[src/rtl/oled_spi_arbiter_pkg.sv]
// Shared encodings for the OLED SPI arbiter: FSM states, owner ids and D/C pin levels.
// Latency: n/a (types and constants only).
// Backpressure: n/a.
package oled_spi_pkg;

    typedef enum logic [1:0] {
        IDLE      = 2'd0,
        START     = 2'd1,
        WAIT_DONE = 2'd2
    } state_t;

    // Owner encoding, used for last_owner and the round-robin tie break.
    localparam logic OWN_CMD = 1'b0;
    localparam logic OWN_PIX = 1'b1;

    // OLED D/C pin levels: low selects command, high selects display data.
    localparam logic DC_CMD  = 1'b0;
    localparam logic DC_DATA = 1'b1;

endpackage

[src/rtl/oled_spi_rr_sel.sv]
// Two-way winner select: lock forces cmd, a single requester wins alone, a tie goes to the non-last owner.
// Latency: purely combinational.
// Backpressure: none; the caller gates the selects into ready outputs.
//
// Ports:
//   i_cmd_valid, i_pix_valid : requests from the command and pixel sides
//   i_lock                   : command side holds the resource; pixel side never selected
//   i_last_owner             : owner of the previous accepted byte (OWN_CMD / OWN_PIX)
//   o_sel_cmd, o_sel_pix     : one-hot (or zero) winner
module oled_spi_rr_sel
    import oled_spi_pkg::*;
(
    input  logic i_cmd_valid,
    input  logic i_pix_valid,
    input  logic i_lock,
    input  logic i_last_owner,
    output logic o_sel_cmd,
    output logic o_sel_pix
);

    always_comb begin
        o_sel_cmd = 1'b0;
        o_sel_pix = 1'b0;
        if (i_lock) begin
            o_sel_cmd = i_cmd_valid;
        end else if (i_cmd_valid && i_pix_valid) begin
            o_sel_cmd = (i_last_owner == OWN_PIX);
            o_sel_pix = (i_last_owner == OWN_CMD);
        end else begin
            o_sel_cmd = i_cmd_valid;
            o_sel_pix = i_pix_valid;
        end
    end

endmodule

[src/rtl/oled_spi_arbiter.sv]
// Shares one spi_master between a command sequencer and a pixel source, driving the OLED D/C pin per byte.
// Latency: accept in cycle N -> spi_start_o in N+1 when spi_busy_i=0; at least one idle cycle between transfers.
// Backpressure: readies are combinational, high only in IDLE toward the winner; START waits while spi_busy_i=1.
//
// Ports:
//   clk_i, rstn_i                         : clock, async active-low reset
//   cmd_valid_i/cmd_data_i/cmd_dc_i/cmd_lock_i/cmd_ready_o : command requester handshake
//   pix_valid_i/pix_data_i/pix_ready_o    : pixel requester handshake (D/C forced to data)
//   spi_start_o/spi_data_o/spi_busy_i/spi_done_i : spi_master interface
//   dc_o, grant_o ([0]=cmd,[1]=pix), busy_o, timeout_o : status
// Optional: define OLED_SPI_ARB_TIMEOUT_EN for a TIMEOUT_CYC watchdog in START/WAIT_DONE
// that forces IDLE and sets the sticky timeout_o; otherwise timeout_o is tied low.
module oled_spi_arbiter
    import oled_spi_pkg::*;
#(
    parameter int DATA_WIDTH  = 8,
    parameter int TIMEOUT_CYC = 4096
) (
    input  logic                  clk_i,
    input  logic                  rstn_i,
    input  logic                  cmd_valid_i,
    input  logic [DATA_WIDTH-1:0] cmd_data_i,
    input  logic                  cmd_dc_i,
    input  logic                  cmd_lock_i,
    output logic                  cmd_ready_o,
    input  logic                  pix_valid_i,
    input  logic [DATA_WIDTH-1:0] pix_data_i,
    output logic                  pix_ready_o,
    output logic                  spi_start_o,
    output logic [DATA_WIDTH-1:0] spi_data_o,
    input  logic                  spi_busy_i,
    input  logic                  spi_done_i,
    output logic                  dc_o,
    output logic [1:0]            grant_o,
    output logic                  busy_o,
    output logic                  timeout_o
);

    state_t                r_state;
    state_t                w_state_nxt;
    logic                  r_last_owner;
    logic                  r_lock;
    logic                  r_dc;
    logic [1:0]            r_grant;
    logic [DATA_WIDTH-1:0] r_data;

    logic w_sel_cmd;
    logic w_sel_pix;
    logic w_acc_cmd;
    logic w_acc_pix;
    logic w_to_hit;

    oled_spi_rr_sel u_rr_sel (
        .i_cmd_valid  (cmd_valid_i),
        .i_pix_valid  (pix_valid_i),
        .i_lock       (r_lock),
        .i_last_owner (r_last_owner),
        .o_sel_cmd    (w_sel_cmd),
        .o_sel_pix    (w_sel_pix)
    );

    assign cmd_ready_o = (r_state == IDLE) && w_sel_cmd;
    assign pix_ready_o = (r_state == IDLE) && w_sel_pix;
    assign w_acc_cmd   = cmd_valid_i && cmd_ready_o;
    assign w_acc_pix   = pix_valid_i && pix_ready_o;

`ifdef OLED_SPI_ARB_TIMEOUT_EN
    localparam int CNT_W = $clog2(TIMEOUT_CYC + 1);

    logic [CNT_W-1:0] r_to_cnt;
    logic             r_timeout;

    // The counter value equals the number of full cycles already spent in the
    // current state, so the hit fires in the TIMEOUT_CYC-th cycle.
    assign w_to_hit = (r_state != IDLE) && (r_to_cnt == CNT_W'(TIMEOUT_CYC - 1));

    always_ff @(posedge clk_i or negedge rstn_i) begin
        if (!rstn_i) begin
            r_to_cnt  <= '0;
            r_timeout <= 1'b0;
        end else begin
            if ((r_state == IDLE) || (w_state_nxt != r_state)) begin
                r_to_cnt <= '0;
            end else begin
                r_to_cnt <= r_to_cnt + 1'b1;
            end
            if (w_to_hit) begin
                r_timeout <= 1'b1;
            end
        end
    end

    assign timeout_o = r_timeout;
`else
    assign w_to_hit  = 1'b0;
    assign timeout_o = 1'b0;
`endif

    always_ff @(posedge clk_i or negedge rstn_i) begin
        if (!rstn_i) begin
            r_state <= IDLE;
        end else begin
            r_state <= w_state_nxt;
        end
    end

    always_comb begin
        w_state_nxt = r_state;
        spi_start_o = 1'b0;
        case (r_state)
            IDLE: begin
                if (w_acc_cmd || w_acc_pix) begin
                    w_state_nxt = START;
                end
            end
            START: begin
                if (!spi_busy_i) begin
                    spi_start_o = 1'b1;
                    w_state_nxt = WAIT_DONE;
                end
            end
            WAIT_DONE: begin
                if (spi_done_i) begin
                    w_state_nxt = IDLE;
                end
            end
            default: w_state_nxt = IDLE;
        endcase
        // A watchdog abort must not launch a transfer on its way out.
        if (w_to_hit) begin
            w_state_nxt = IDLE;
            spi_start_o = 1'b0;
        end
    end

    // Datapath only loads on accept, so data and D/C stay stable for the whole transfer.
    always_ff @(posedge clk_i or negedge rstn_i) begin
        if (!rstn_i) begin
            r_data       <= '0;
            r_dc         <= 1'b0;
            r_grant      <= 2'b00;
            r_last_owner <= OWN_PIX;
            r_lock       <= 1'b0;
        end else begin
            if (w_acc_cmd) begin
                r_data       <= cmd_data_i;
                r_dc         <= cmd_dc_i;
                r_grant      <= 2'b01;
                r_last_owner <= OWN_CMD;
                r_lock       <= cmd_lock_i;
            end else if (w_acc_pix) begin
                r_data       <= pix_data_i;
                r_dc         <= DC_DATA;
                r_grant      <= 2'b10;
                r_last_owner <= OWN_PIX;
                r_lock       <= 1'b0;
            end else if ((r_state == IDLE) && !cmd_valid_i && !cmd_lock_i) begin
                // Command side went quiet and dropped its lock request.
                r_lock <= 1'b0;
            end

            if ((r_state == WAIT_DONE) && spi_done_i) begin
                r_grant <= 2'b00;
            end
            if (w_to_hit) begin
                r_grant <= 2'b00;
                r_lock  <= 1'b0;
            end
        end
    end

    assign spi_data_o = r_data;
    assign dc_o       = r_dc;
    assign grant_o    = r_grant;
    assign busy_o     = (r_state != IDLE);

endmodule

[config.mk]
export PLATFORM = sky130hd
export DESIGN_NAME = oled_spi_arbiter
export DESIGN_NICKNAME = d
export VERILOG_FILES = /design/src/rtl/oled_spi_arbiter_pkg.sv /design/src/rtl/oled_spi_rr_sel.sv /design/src/rtl/oled_spi_arbiter.sv
export SDC_FILE = /design/constraint.sdc
export NUM_CORES = 1
export LEC_CHECK = 0
export ABC_CLOCK_PERIOD_IN_PS = 1500
export CORE_UTILIZATION = 33
export DETAILED_ROUTE_END_ITERATION = 10
export GPL_TIMING_DRIVEN = 0
export PLACE_DENSITY = 0.74
export SKIP_CTS_REPAIR_TIMING = 1
export SLEW_MARGIN = 20
export SYNTH_ARGS = -nofsm -noshare
export SYNTH_HDL_FRONTEND = slang
export SYNTH_SLANG_ARGS = --single-unit
[constraint.sdc]
create_clock -name clk_i -period 1.5 [get_ports clk_i]
set_input_delay 0.3 -clock clk_i [delete_from_list [all_inputs] [get_ports clk_i]]
set_output_delay 0.3 -clock clk_i [all_outputs]
set_load 0.01 [all_outputs]
# Word level (Yosys, flattened, before mapping)
# Index checks and enable logic that the tools add are counted.
# word_totals
reg_bits,15
elab_cells,50
output_inout_bits,16
in_bits,24
# classes
reduce_logical,17
bitwise,1
n_eq_ne,5
n_mux,21
# ops
cell,n
two-way mux 8 bit,2
two-way mux 1 bit,12
two-way mux 2 bit,6
logical AND 1 bit,8
one-hot mux 2 bit (3 select lines),1
nonzero test 3 bit,2
!= test 2 bit (second input constant),2
nonzero test 2 bit,2
AND reduction 3 bit,1
== test 2 x 1 -> 1 bit (second input constant),1
== test 2 bit (second input constant),1
logical NOT 1 bit,2
logical NOT 2 bit,1
!= test 2 x 1 -> 1 bit (second input constant),1
logical OR 1 bit,1
inverter 1 bit,1

# Depth between registers and ports, before layout
# logic_depth
ltp_word,8
mapped_depth,5
mapped_depth_nobuf,4

# Hierarchy
# A second synthesis with hierarchy kept.
# hier_totals
cells_unflattened,65
hier_area_um2,822.0
# modules_own_cells
module,area_per_inst_um2,seq_area_each_um2,n_inst,cells_each
oled_spi_arbiter,795.8,376.6,1,62
oled_spi_rr_sel,26.3,0.0,1,3

# Worst setup path after synthesis
# OpenSTA, ideal clock, no wires.
# synth_timing
path_type,reg-to-output
start,register r_state[1]
end,output cmd_ready_o
arrival_time_ns,1.270
n_path_buf,1
stages_incl_launch_ff,5
slack_ns,-0.070
t_required_ns,1.200
cell_sequence,dfrtp_1 -> or3b_1 -> buf_2 -> or2_4 -> inv_1
# synth_between
elab_chain_cells,2
# synth_lines
item,line_no,source
"start, declared",oled_spi_arbiter.sv:39,state_t r_state;
"start signal, assigned",oled_spi_arbiter.sv:103,r_state <= w_state_nxt;
logical NOT 2 bit,oled_spi_arbiter.sv:62,assign cmd_ready_o = (r_state == IDLE) && w_sel_cmd;
logical AND 1 bit,oled_spi_arbiter.sv:62,
"end, declared",oled_spi_arbiter.sv:25,"output logic cmd_ready_o,"
# No other way between the ends.

# Worst setup path after layout
# Ends and elaborated chain as after synthesis.

==> flow_summary.toml <==
[status]
outcome = "finished with violations"
violations = "negative setup slack"

[synthesis]
yosys_register_bits = 15
synth_area_per_cell_um2 = 11.6
yosys_warnings = 0
netlist_area_um2 = 694
syn_inst = 60
syn_nets = 84
seq_area_frac_synth_pct = 54.2
synth.distinct_cells = 25

[floorplanning]
die_w_um = 47.9
start_util_pct = 35.4
pin_count = 40
die_h_um = 47.9
dieArea_um2 = 2290
coreArea_um2 = 1960
rows = 16

[clock_network]
clockBufferDepth = 2
cts-root-buf = "clkbuf_4"
clock_latency_ns = 0.29
cts_inserted_buffers = 3
tritoncts = "yes"
clk_pin_slew_worst_paths_ns = 0.10
h-tree-depth = 1
clock-sinks = 15

[finish]
area_delta_synth_final_pct = 82.0
drive_above_1_share_pct = 36.4
most-common-layout-cells = "21 x clkdlybuf4s50_1, 13 x dlymetal6s2s_1, 12 x dfrtp_1, 8 x or3_1, 8 x o221a_2"
final_core_util_pct = 64.4
fin_nets = 132
n_antenna_cell = 0
mostFrequentLayoutCell = "clkdlybuf4s50_1"

[power]
vdd_drop_max_mv = 0.918
p_per_area_nw_per_um2 = 1800
internal-power_uw = 1450
clkPwrFrac_pct = 10.5
power_switching_uw = 825
leakagePower_uw = 0.000611
swShare_pct = 36.2
pwr-share-seq_pct = 33.1
combPwrFrac_pct = 56.4

[routing]
top_layer = "met4"
drcViolationCount = 0
wl_met2_mm = 1.01
final_antenna_net_count = 0
drt-initial-drc-count = 16
wl_met1_um = 877
wire_per_inst_um = 15.6
wl_met3_um = 180
viasPerCell = 4.98
totalWireLength_mm = 2.09
drt_pre_antenna_iters = 4
vias = 667

[timing]
timing.hold.ws_ns = 0.413
finalSetupViolations = 12
hold_violations = 0
tightest_slew_ns = 0.685
layout_setup_ws_ns = -0.406
max_slew_margin_pct = 54.2
rsz0062_at_grt = "true"
fin_worst_skew_ns = 0.00869
layout_min_cycle_time_ns = 1.91
fin_crit_sh_pct = 127
drv_slew = 0
fmax_mhz = 525

[critical_path]
reg2reg_depth = 4
cp.arrival_ns = 1.61
worstSetupPathType = "reg2out"
required_ns = 1.20
end_kind = "primary output"
r2r_start = "r_state[1]$_DFFE_PN0P_"
rrSetupSlack_ns = -0.14
critical_path_peak_fanout = 5
start_kind = "flip-flop"
reg2reg_to = "spi_data_o[3]$_DFFE_PN0P_"

[global_route]
grt_pass1_wl_mm = 2.75
grt_max_degree = 16
globalRouteOverflowTotal = 0
grt_pass1_vias = 643
grt_antenna_before_repair = 0
gr-usage-all-layers_pct = 17.9

[flow_run]
max_cap_violations = 0

[placement]
dp.final_hpwl_mm = 1.43
place.gp.congestion = 0.667
numPortBuffers = 38

[hold_path]
hold_path.class = "in2async"
==> cells by family (layout without fill, tap and decap cells) <==
family	count (synthesis)	in the layout	synth area share, %
AOI/OAI and AO/OA	17	17	22.7
buffers and inverters	8	55	5.04
other	1	1	0.540
DFF	15	15	54.2
and+or+nand+nor	19	19	17.5
==> power groups by stage <==
stage | sequential, uW | clock [uW] | combinational (uW)
global route | 778 | 270 | 1370
finish | 754 | 240 | 1280
floorplan | 805 | 0 | 518
global placement | 741 | 0 | 1110
detailed placement | 753 | 0 | 1140
CTS | 746 | 250 | 1150
==> registers in the layout, indices dropped and copies added (netlist names) <==
register	cells
spi_data_o	8
grant_o	2
r_state	2
dc_o	1
r_last_owner	1
r_lock	1
==> worst max path at each step <==
stage | start | endpoint | slack, ns | depth (start not counted)
floorplan | r_state[0]$_DFFE_PN0P_ | cmd_ready_o | -0.02 | 4
global placement | cmd_valid_i | cmd_ready_o | -0.96 | 6
detailed placement | cmd_valid_i | cmd_ready_o | -0.96 | 6
CTS | cmd_valid_i | cmd_ready_o | -0.96 | 6
global route | r_state[1]$_DFFE_PN0P_ | cmd_ready_o | -0.45 | 4
finish | r_state[1]$_DFFE_PN0P_ | cmd_ready_o | -0.41 | 4
==> per-stage QoR <==
stage | cells | area (um^2) | TNS, ns | total power (uW) | setup slack [ns]
floorplan | 60 | 703 | -0.0162 | 1320 | -0.0162
global placement | 125 | 1120 | -6.96 | 1850 | -0.961
detailed placement | 125 | 1120 | -7.13 | 1890 | -0.960
CTS | 129 | 1140 | -3.50 | 2140 | -0.961
global route | 134 | 1260 | -2.03 | 2420 | -0.450
finish | 134 | 1260 | -1.63 | 2280 | -0.406
==> cell usage after synthesis <==
master / instances / share of area, %
dfrtp_1: 14 / 50
o21ai_1: 1 / 0.72
or3_1: 8 / 7.2
nand3b_1: 1 / 1.1
o21a_1: 1 / 1.1
a21oi_1: 2 / 1.4
dfstp_2: 1 / 3.8
nor3b_1: 1 / 1.1
nand2_1: 2 / 1.1
buf_2: 1 / 0.72
inv_1: 5 / 2.7
o221a_2: 8 / 13
nor2_1: 2 / 1.1
o22a_1: 2 / 2.5
a31o_2: 1 / 1.3
nand3_1: 1 / 0.72
clkbuf_1: 1 / 0.54
or2_4: 1 / 1.3
nor2b_1: 1 / 0.90
nor3b_2: 1 / 1.8
conb_1: 1 / 0.54
a21o_2: 1 / 1.3
or3b_1: 1 / 1.3
o211a_1: 1 / 1.4
buf_4: 1 / 1.1
==> per-layer routing <==
layer  global-route usage, %  vias up
li1                        -      318
met1                    20.6      314
met2                    31.4       31
met3                    4.15        4
met4                    8.33        0
met5                       0        -
==> layout make-up <==
type | count | area (um^2)
Inverter | 5 | 23.8
Clock buffer | 3 | 22.5
Buffer | 1 | 7.51
Timing Repair Buffer | 45 | 462
Sequential cell | 15 | 379
Tap cell | 27 | 33.8
Clock inverter | 1 | 5.00
Fill cell | 181 | 698
Multi-Input combinational cell | 37 | 330
==> worst max-delay path: stages (launching register included) <==
cell     delay [ns]
dfrtp_2        0.45
or3b_4         0.43
or2_4          0.29
inv_4          0.06
buf_6          0.09
Power figures use the tool's default switching activity.
